### config.mk
export PLATFORM = sky130hd
export DESIGN_NAME = seg7_seq_counter
export DESIGN_NICKNAME = d
export VERILOG_FILES = /design/src/rtl/seg7_seq_pkg.sv /design/src/rtl/seg7_seq_digit.sv /design/src/rtl/seg7_seq_counter.sv
export SDC_FILE = /design/constraint.sdc
export NUM_CORES = 1
export LEC_CHECK = 0
export ABC_AREA = 1
export CORE_ASPECT_RATIO = 2
export CORE_MARGIN = 1.5
export CORE_UTILIZATION = 51
export CTS_BUF_LIST = sky130_fd_sc_hd__clkbuf_4 sky130_fd_sc_hd__clkbuf_8 sky130_fd_sc_hd__clkbuf_16
export CTS_CLUSTER_DIAMETER = 50
export CTS_CLUSTER_SIZE = 10
export DETAILED_ROUTE_END_ITERATION = 6
export GPL_ROUTABILITY_DRIVEN = 0
export PLACE_DENSITY = 0.82
export SYNTH_ARGS = -nofsm -noshare
export SYNTH_HDL_FRONTEND = slang
export SYNTH_SLANG_ARGS = --single-unit
### constraint.sdc
create_clock -name clk -period 3.3 [get_ports clk]
set_clock_uncertainty 0.2 [all_clocks]
set_input_delay 0.495 -clock clk [delete_from_list [all_inputs] [get_ports clk]]
set_output_delay 0.495 -clock clk [all_outputs]
set_load 0.01 [all_outputs]
### src/rtl/seg7_seq_pkg.sv
// Shared types and tables for the sequenced 7-segment counter.
// SEQ maps a digit position to the hex value shown on that digit.
// SEG7_LUT maps a hex value to its segment pattern, bit6=a ... bit0=g.
package seg7_seq_pkg;

  typedef logic [6:0] seg7_t;
  typedef logic [3:0] seq_idx_t;

  localparam logic [3:0] SEQ [16] = '{
    4'h2, 4'h5, 4'h7, 4'h3, 4'hA, 4'hE, 4'h8, 4'h0,
    4'hB, 4'h4, 4'h6, 4'hD, 4'hF, 4'h1, 4'hC, 4'h9
  };

  localparam seg7_t SEG7_LUT [16] = '{
    7'b1111110, 7'b0110000, 7'b1101101, 7'b1111001,
    7'b0110011, 7'b1011011, 7'b1011111, 7'b1110000,
    7'b1111111, 7'b1111011, 7'b1110111, 7'b0011111,
    7'b1001110, 7'b0111101, 7'b1001111, 7'b1000111
  };

  // Segment pattern for a hex value; common-anode displays want it inverted.
  function automatic seg7_t seg7_encode(input logic [3:0] hex, input logic active_low);
    seg7_t code;
    code = SEG7_LUT[hex];
    return active_low ? ~code : code;
  endfunction

endpackage

### src/rtl/seg7_seq_digit.sv
// One digit of the cascaded sequence counter: position register, load clamp,
// step up/down with rollover, and terminal/carry detection.
// Optional feature macro SEG7_SEQ_SAT_EN adds the lim_next output, which
// reports whether the next position sits at the limit of the current direction.
module seg7_seq_digit
  import seg7_seq_pkg::*;
#(
  parameter int SEQ_LEN = 16
) (
  input  logic     clk,
  input  logic     reset,
  input  logic     load,
  input  seq_idx_t load_val,
  input  logic     up,
  input  logic     carry_in,
  input  logic     hold,
  output seq_idx_t idx,
  output logic     carry_out
`ifdef SEG7_SEQ_SAT_EN
  ,
  output logic     lim_next
`endif
);

  localparam seq_idx_t LAST = seq_idx_t'(SEQ_LEN - 1);

  seq_idx_t idx_d, idx_q;
  seq_idx_t load_clamped;
  logic     terminal;
  logic     step;

  // Out-of-range load positions fall back to position 0.
  assign load_clamped = ({1'b0, load_val} >= 5'(SEQ_LEN)) ? '0 : load_val;
  // Terminal position depends on direction: last entry going up, first going down.
  assign terminal     = up ? (idx_q == LAST) : (idx_q == '0);
  assign carry_out    = carry_in & terminal;
  assign step         = carry_in & ~hold;

  // Next position: load wins, otherwise step with rollover when carried into.
  always_comb begin
    idx_d = idx_q;
    if (load) begin
      idx_d = load_clamped;
    end else if (step) begin
      if (up) idx_d = terminal ? '0 : idx_q + 4'd1;
      else    idx_d = terminal ? LAST : idx_q - 4'd1;
    end
  end

  // Position register, cleared asynchronously.
  always_ff @(posedge clk or negedge reset) begin
    if (!reset) idx_q <= '0;
    else        idx_q <= idx_d;
  end

  assign idx = idx_q;

`ifdef SEG7_SEQ_SAT_EN
  assign lim_next = up ? (idx_d == LAST) : (idx_d == '0);
`endif

endmodule

### src/rtl/seg7_seq_counter.sv
// Multi-digit up/down counter whose digits walk a fixed display sequence and
// drive 7-segment patterns. Digits cascade through a combinational carry
// ripple; all digits update on the same edge.
// Optional feature macro SEG7_SEQ_SAT_EN: saturate at the direction limit and
// turn wrap into a level "saturated" flag instead of a rollover pulse.
module seg7_seq_counter
  import seg7_seq_pkg::*;
#(
  parameter int NUM_DIGITS     = 2,
  parameter int SEQ_LEN        = 16,
  parameter int SEG_ACTIVE_LOW = 0
) (
  input  logic                    clk,
  input  logic                    reset,
  input  logic                    en,
  input  logic                    up,
  input  logic                    load,
  input  logic [4*NUM_DIGITS-1:0] load_idx,
  output logic [4*NUM_DIGITS-1:0] idx,
  output logic [4*NUM_DIGITS-1:0] digit_val,
  output logic [7*NUM_DIGITS-1:0] seg,
  output logic                    wrap
);

  // carry[k] is high when digit k is allowed to step this edge.
  logic [NUM_DIGITS:0] carry;
  logic                all_roll;
  logic                hold;
  logic                wrap_d, wrap_q;

  assign carry[0] = en;
  // Every digit is terminal while enabled: a full-counter rollover (or a
  // blocked step when saturating).
  assign all_roll = carry[NUM_DIGITS];

`ifdef SEG7_SEQ_SAT_EN
  logic [NUM_DIGITS-1:0] lim_next;
  assign hold = all_roll;
`else
  assign hold = 1'b0;
`endif

  for (genvar k = 0; k < NUM_DIGITS; k++) begin : g_digit
    seq_idx_t dig_idx;

    seg7_seq_digit #(
      .SEQ_LEN (SEQ_LEN)
    ) u_digit (
      .clk       (clk),
      .reset     (reset),
      .load      (load),
      .load_val  (load_idx[4*k +: 4]),
      .up        (up),
      .carry_in  (carry[k]),
      .hold      (hold),
      .idx       (dig_idx),
      .carry_out (carry[k+1])
`ifdef SEG7_SEQ_SAT_EN
      ,
      .lim_next  (lim_next[k])
`endif
    );

    assign idx[4*k +: 4]       = dig_idx;
    assign digit_val[4*k +: 4] = SEQ[dig_idx];
    assign seg[7*k +: 7]       = seg7_encode(SEQ[dig_idx], SEG_ACTIVE_LOW != 0);
  end

  // Wrap flag: rollover pulse, or level "at limit" flag when saturating.
  always_comb begin
    wrap_d = 1'b0;
    if (!load) begin
`ifdef SEG7_SEQ_SAT_EN
      wrap_d = &lim_next;
`else
      wrap_d = all_roll;
`endif
    end
  end

  // Wrap register, cleared asynchronously.
  always_ff @(posedge clk or negedge reset) begin
    if (!reset) wrap_q <= 1'b0;
    else        wrap_q <= wrap_d;
  end

  assign wrap = wrap_q;

endmodule
==> results.md <==
* Most frequent cells after synthesis: sky130_fd_sc_hd__nand2_1, sky130_fd_sc_hd__inv_1, sky130_fd_sc_hd__ha_1, sky130_fd_sc_hd__nand3_1, sky130_fd_sc_hd__nor2_1
* Power density cells at 536.9 mW/mm²
* LEAKAGE at ~1.4 nW
* Die extent in x at 45.28 µm
* Number of global-route vias before repair at 1821
* Residual DRC count at 0
* Switching share of total power at 0.4814
* Run status: complete, no violations
* Synthesized area divided by synthesized cell count at about 5.7 µm²
* Total power at 1.305 mW
* Seq/Total Area, Yosys at 0.1235
* CTS hold repair buffers at 0
* Dominant synthesized flop cell: sky130_fd_sc_hd__dfrtp_1
* Net count reported at finish at 412
* Part of the power in combinational logic at 0.780
* Max-capacitance violation count at 0
* Number of clock buffers inserted by TritonCTS at 3
* Via-to-Cell Ratio at roughly 4.9
* Height of the die at 87.55 µm
* TritonCTS clock tree: built
* Crit Path Category: reg2out
* Area inside the core boundary at 0.003416 mm²
* Combined area of all synthesized cells at 0.001823 mm²
* Normalized max-slew margin at 0.6934
* Critical Path AT at between 2 and 2.5 ns
* Total via count in the routed design at a little over 2k
* Cell-internal power at between 0.6 and 0.7 mW
* Half-perimeter wire length of the detailed placement result at about 3.5 mm
* Starting density of the core at 0.5337
* Unique cell type count in the Yosys netlist at 23
* Antenna violation net count after detailed routing at 0
* Required time of the worst setup path at approximately 2.6 ns
* DRT Pass-1 Iters at 4
* Final setup viols at 0
* Leading cell type by number of instances after synthesis: sky130_fd_sc_hd__nand2_1
* IO Port Bufs at 43
* Clock-pin slew on the worst setup and hold paths at 0.05 ns
* Maximum vdd ir drop at 0.4078 mV
* Ports at 44
* Antenna violations before repair at 0
* Clock latency of the later-clocked register in the worst-skew pair at about 0.25 ns
* Root Buffer: sky130_fd_sc_hd__clkbuf_8
* Yosys warning count at 0
* Largest net degree at the start of global routing at 14
* Post-synth EDFFs at 0
* Synthesized flop and latch total at 9
* Count of non-filler cells in the finished layout at approximately 420
* Area grow syn2layout at 33.36%
* Number of max-slew violations in the final report at 0
* Clock tree sinks at 9
* Global-route wire length before repair at 7.320 mm
* Yosys top cell by area: sky130_fd_sc_hd__nand2_1
* Area enclosed by the die boundary at ~0.0040 mm²
* Number of antenna repair diodes at 0
* Startpoint class of the critical path: register
* Multi-input gate area at 0.001406 mm²
* Routed wirelength normalized by instance count at around 11 µm
* Setup crit end kind: primary output
* Fin crit share at 0.9581
* Final hold violations at 0
* GRT Residual Overflow at 0
* Cell count after placement at about 400
* Max Fclk at ~320 MHz
* DRC violation total after the first TritonRoute iteration at 23
* Htree depth at 1
* Minimum period implied by the final worst setup slack at between 3 and 4 ns
* Critical path fanouts, max at 6
* Share of synthesized registers carrying an async set or reset at 1.000
* Cells after synthesis at 318
* Portion of synthesized cell area occupied by the leading cell type at 0.2739
* Power share of the clock group at 0.111
* Area used by sequential logic in the layout at approximately 230 µm²
* Ratio of cells with drive above 1 in the final layout at 0.1274
* Fillers at ~310
* Sequential power share at 0.109
* Cells taking the most area after synthesis: sky130_fd_sc_hd__nand2_1, sky130_fd_sc_hd__ha_1, sky130_fd_sc_hd__dfrtp_1
* Syn_nets at 360
* Worst min-delay path category: in2async
* Routed wire length at about 4.4 mm
* Combined global-route utilization of all metal layers at 0.2365
* Net Sw Power at roughly 0.63 mW
* Least-Margin Pin Slew at 0.4585 ns
* Row Count at 30
* Max Buffers Root-to-Sink at 2
[placed cells by master, fill, tap and decap left out, types with 9 or more instances in the layout]
cell type | synthesis | layout
sky130_fd_sc_hd__nand2_1 | 133 | 131
sky130_fd_sc_hd__dfrtp_1 | 9 | 9
sky130_fd_sc_hd__inv_1 | 38 | 32
sky130_fd_sc_hd__inv_2 | 3 | 9
sky130_fd_sc_hd__ha_1 | 29 | 28
sky130_fd_sc_hd__buf_4 | 1 | 10
sky130_fd_sc_hd__nand3_1 | 28 | 28
sky130_fd_sc_hd__nor2_1 | 24 | 24
sky130_fd_sc_hd__o21ai_0 | 16 | 14
sky130_fd_sc_hd__clkdlybuf4s50_1 | 0 | 34
[cell type report]
type / count / area share
clock buffers: 4 / 0.02007
repair buffers: 53 / 0.2156
multi-input cells: 260 / 0.5785
well taps: 48 / 0.02470
flip-flops and latches: 9 / 0.09264
inverters: 43 / 0.06845
[state kept, by name, summed over array words and instances, names as in the netlist]
name                 cells
wrap                     1
g_digit.u_digit.idx      8
[critical path, cell delays in order (launching register included)]
cell                              delay [ns]
sky130_fd_sc_hd__dfrtp_1                0.38
sky130_fd_sc_hd__inv_2                  0.13
sky130_fd_sc_hd__ha_4                   0.23
sky130_fd_sc_hd__nor2_2                 0.13
sky130_fd_sc_hd__nor2_2                 0.05
sky130_fd_sc_hd__nand2_1                0.09
sky130_fd_sc_hd__o21ai_2                0.08
sky130_fd_sc_hd__buf_4                  0.16
sky130_fd_sc_hd__ha_1                   0.28
sky130_fd_sc_hd__o21ai_1                0.13
sky130_fd_sc_hd__nand3_1                0.09
sky130_fd_sc_hd__clkdlybuf4s50_1        0.48
[cell families (layout without fill, tap and decap cells)]
group | count (synthesis) | after routing | share of synthesized area
simple gates | 198 | 198 | 0.4448
buf+inv | 49 | 100 | 0.1187
compound gates | 33 | 33 | 0.1139
fa+ha+maj | 29 | 29 | 0.1990
flops | 9 | 9 | 0.1235
[stage by stage]
step | util | area, µm² | setup TNS [ns] | hold slack, ns | worst slack (ns)
after detailed placement | 0.6824 | 2331 | 0 | 0.4256 | 0.1225
after global routing | 0.7117 | 2431 | -0.003344 | 0.4073 | -0.002073
after floorplan | - | 1823 | 0 | -0.0005910 | 0.1629
after global placement | 0.6824 | 2331 | 0 | 0.4121 | 0.1778
final | 0.7117 | 2431 | 0 | 0.3680 | 0.1382
after CTS | 0.6971 | 2381 | 0 | 0.3782 | 0.03132
[per-layer routing]
metal,global-route usage,vias up,wire [µm]
li1,-,1093,-
met1,0.2427,907,1648
met2,0.4584,45,2538
met3,0.01031,11,94
met4,0.1043,0,119
met5,0,-,0
[what timing repair did]
action	4_1_cts	5_1_grt
setup buffers	0	1
resized for setup	4	18
gates cloned	0	0
pin swaps	0	1
setup endpoints to repair	6	13
[power by group through the flow]
stage	clock (mW)	sequential (mW)	combinational, mW
after floorplan	0	0.157	0.611
after global placement	0	0.143	0.997
after detailed placement	0	0.143	1.01
after CTS	0.148	0.142	1.01
after global routing	0.152	0.144	1.15
final	0.145	0.142	1.02
[path summary, 6_finish.rpt]
| check | start | to | slack (ns) | cells after the start |
|---|---|---|---|---|
| max | g_digit[1].u_digit.idx[0] | seg[12] | 0.14 | 11 |
| min | reset | g_digit[0].u_digit.idx[1] | 0.37 | 1 |
| min reg2reg | g_digit[1].u_digit.idx[1] | g_digit[1].u_digit.idx[1] | 0.46 | 3 |
| max reg2reg | g_digit[1].u_digit.idx[0] | g_digit[1].u_digit.idx[3] | 1.49 | 10 |
| max in group asynchronous | reset | g_digit[1].u_digit.idx[1] | 2.21 | 1 |
| min in group clk | g_digit[1].u_digit.idx[1] | g_digit[1].u_digit.idx[1] | 0.46 | 3 |
(Power assumes the default switching activity.)
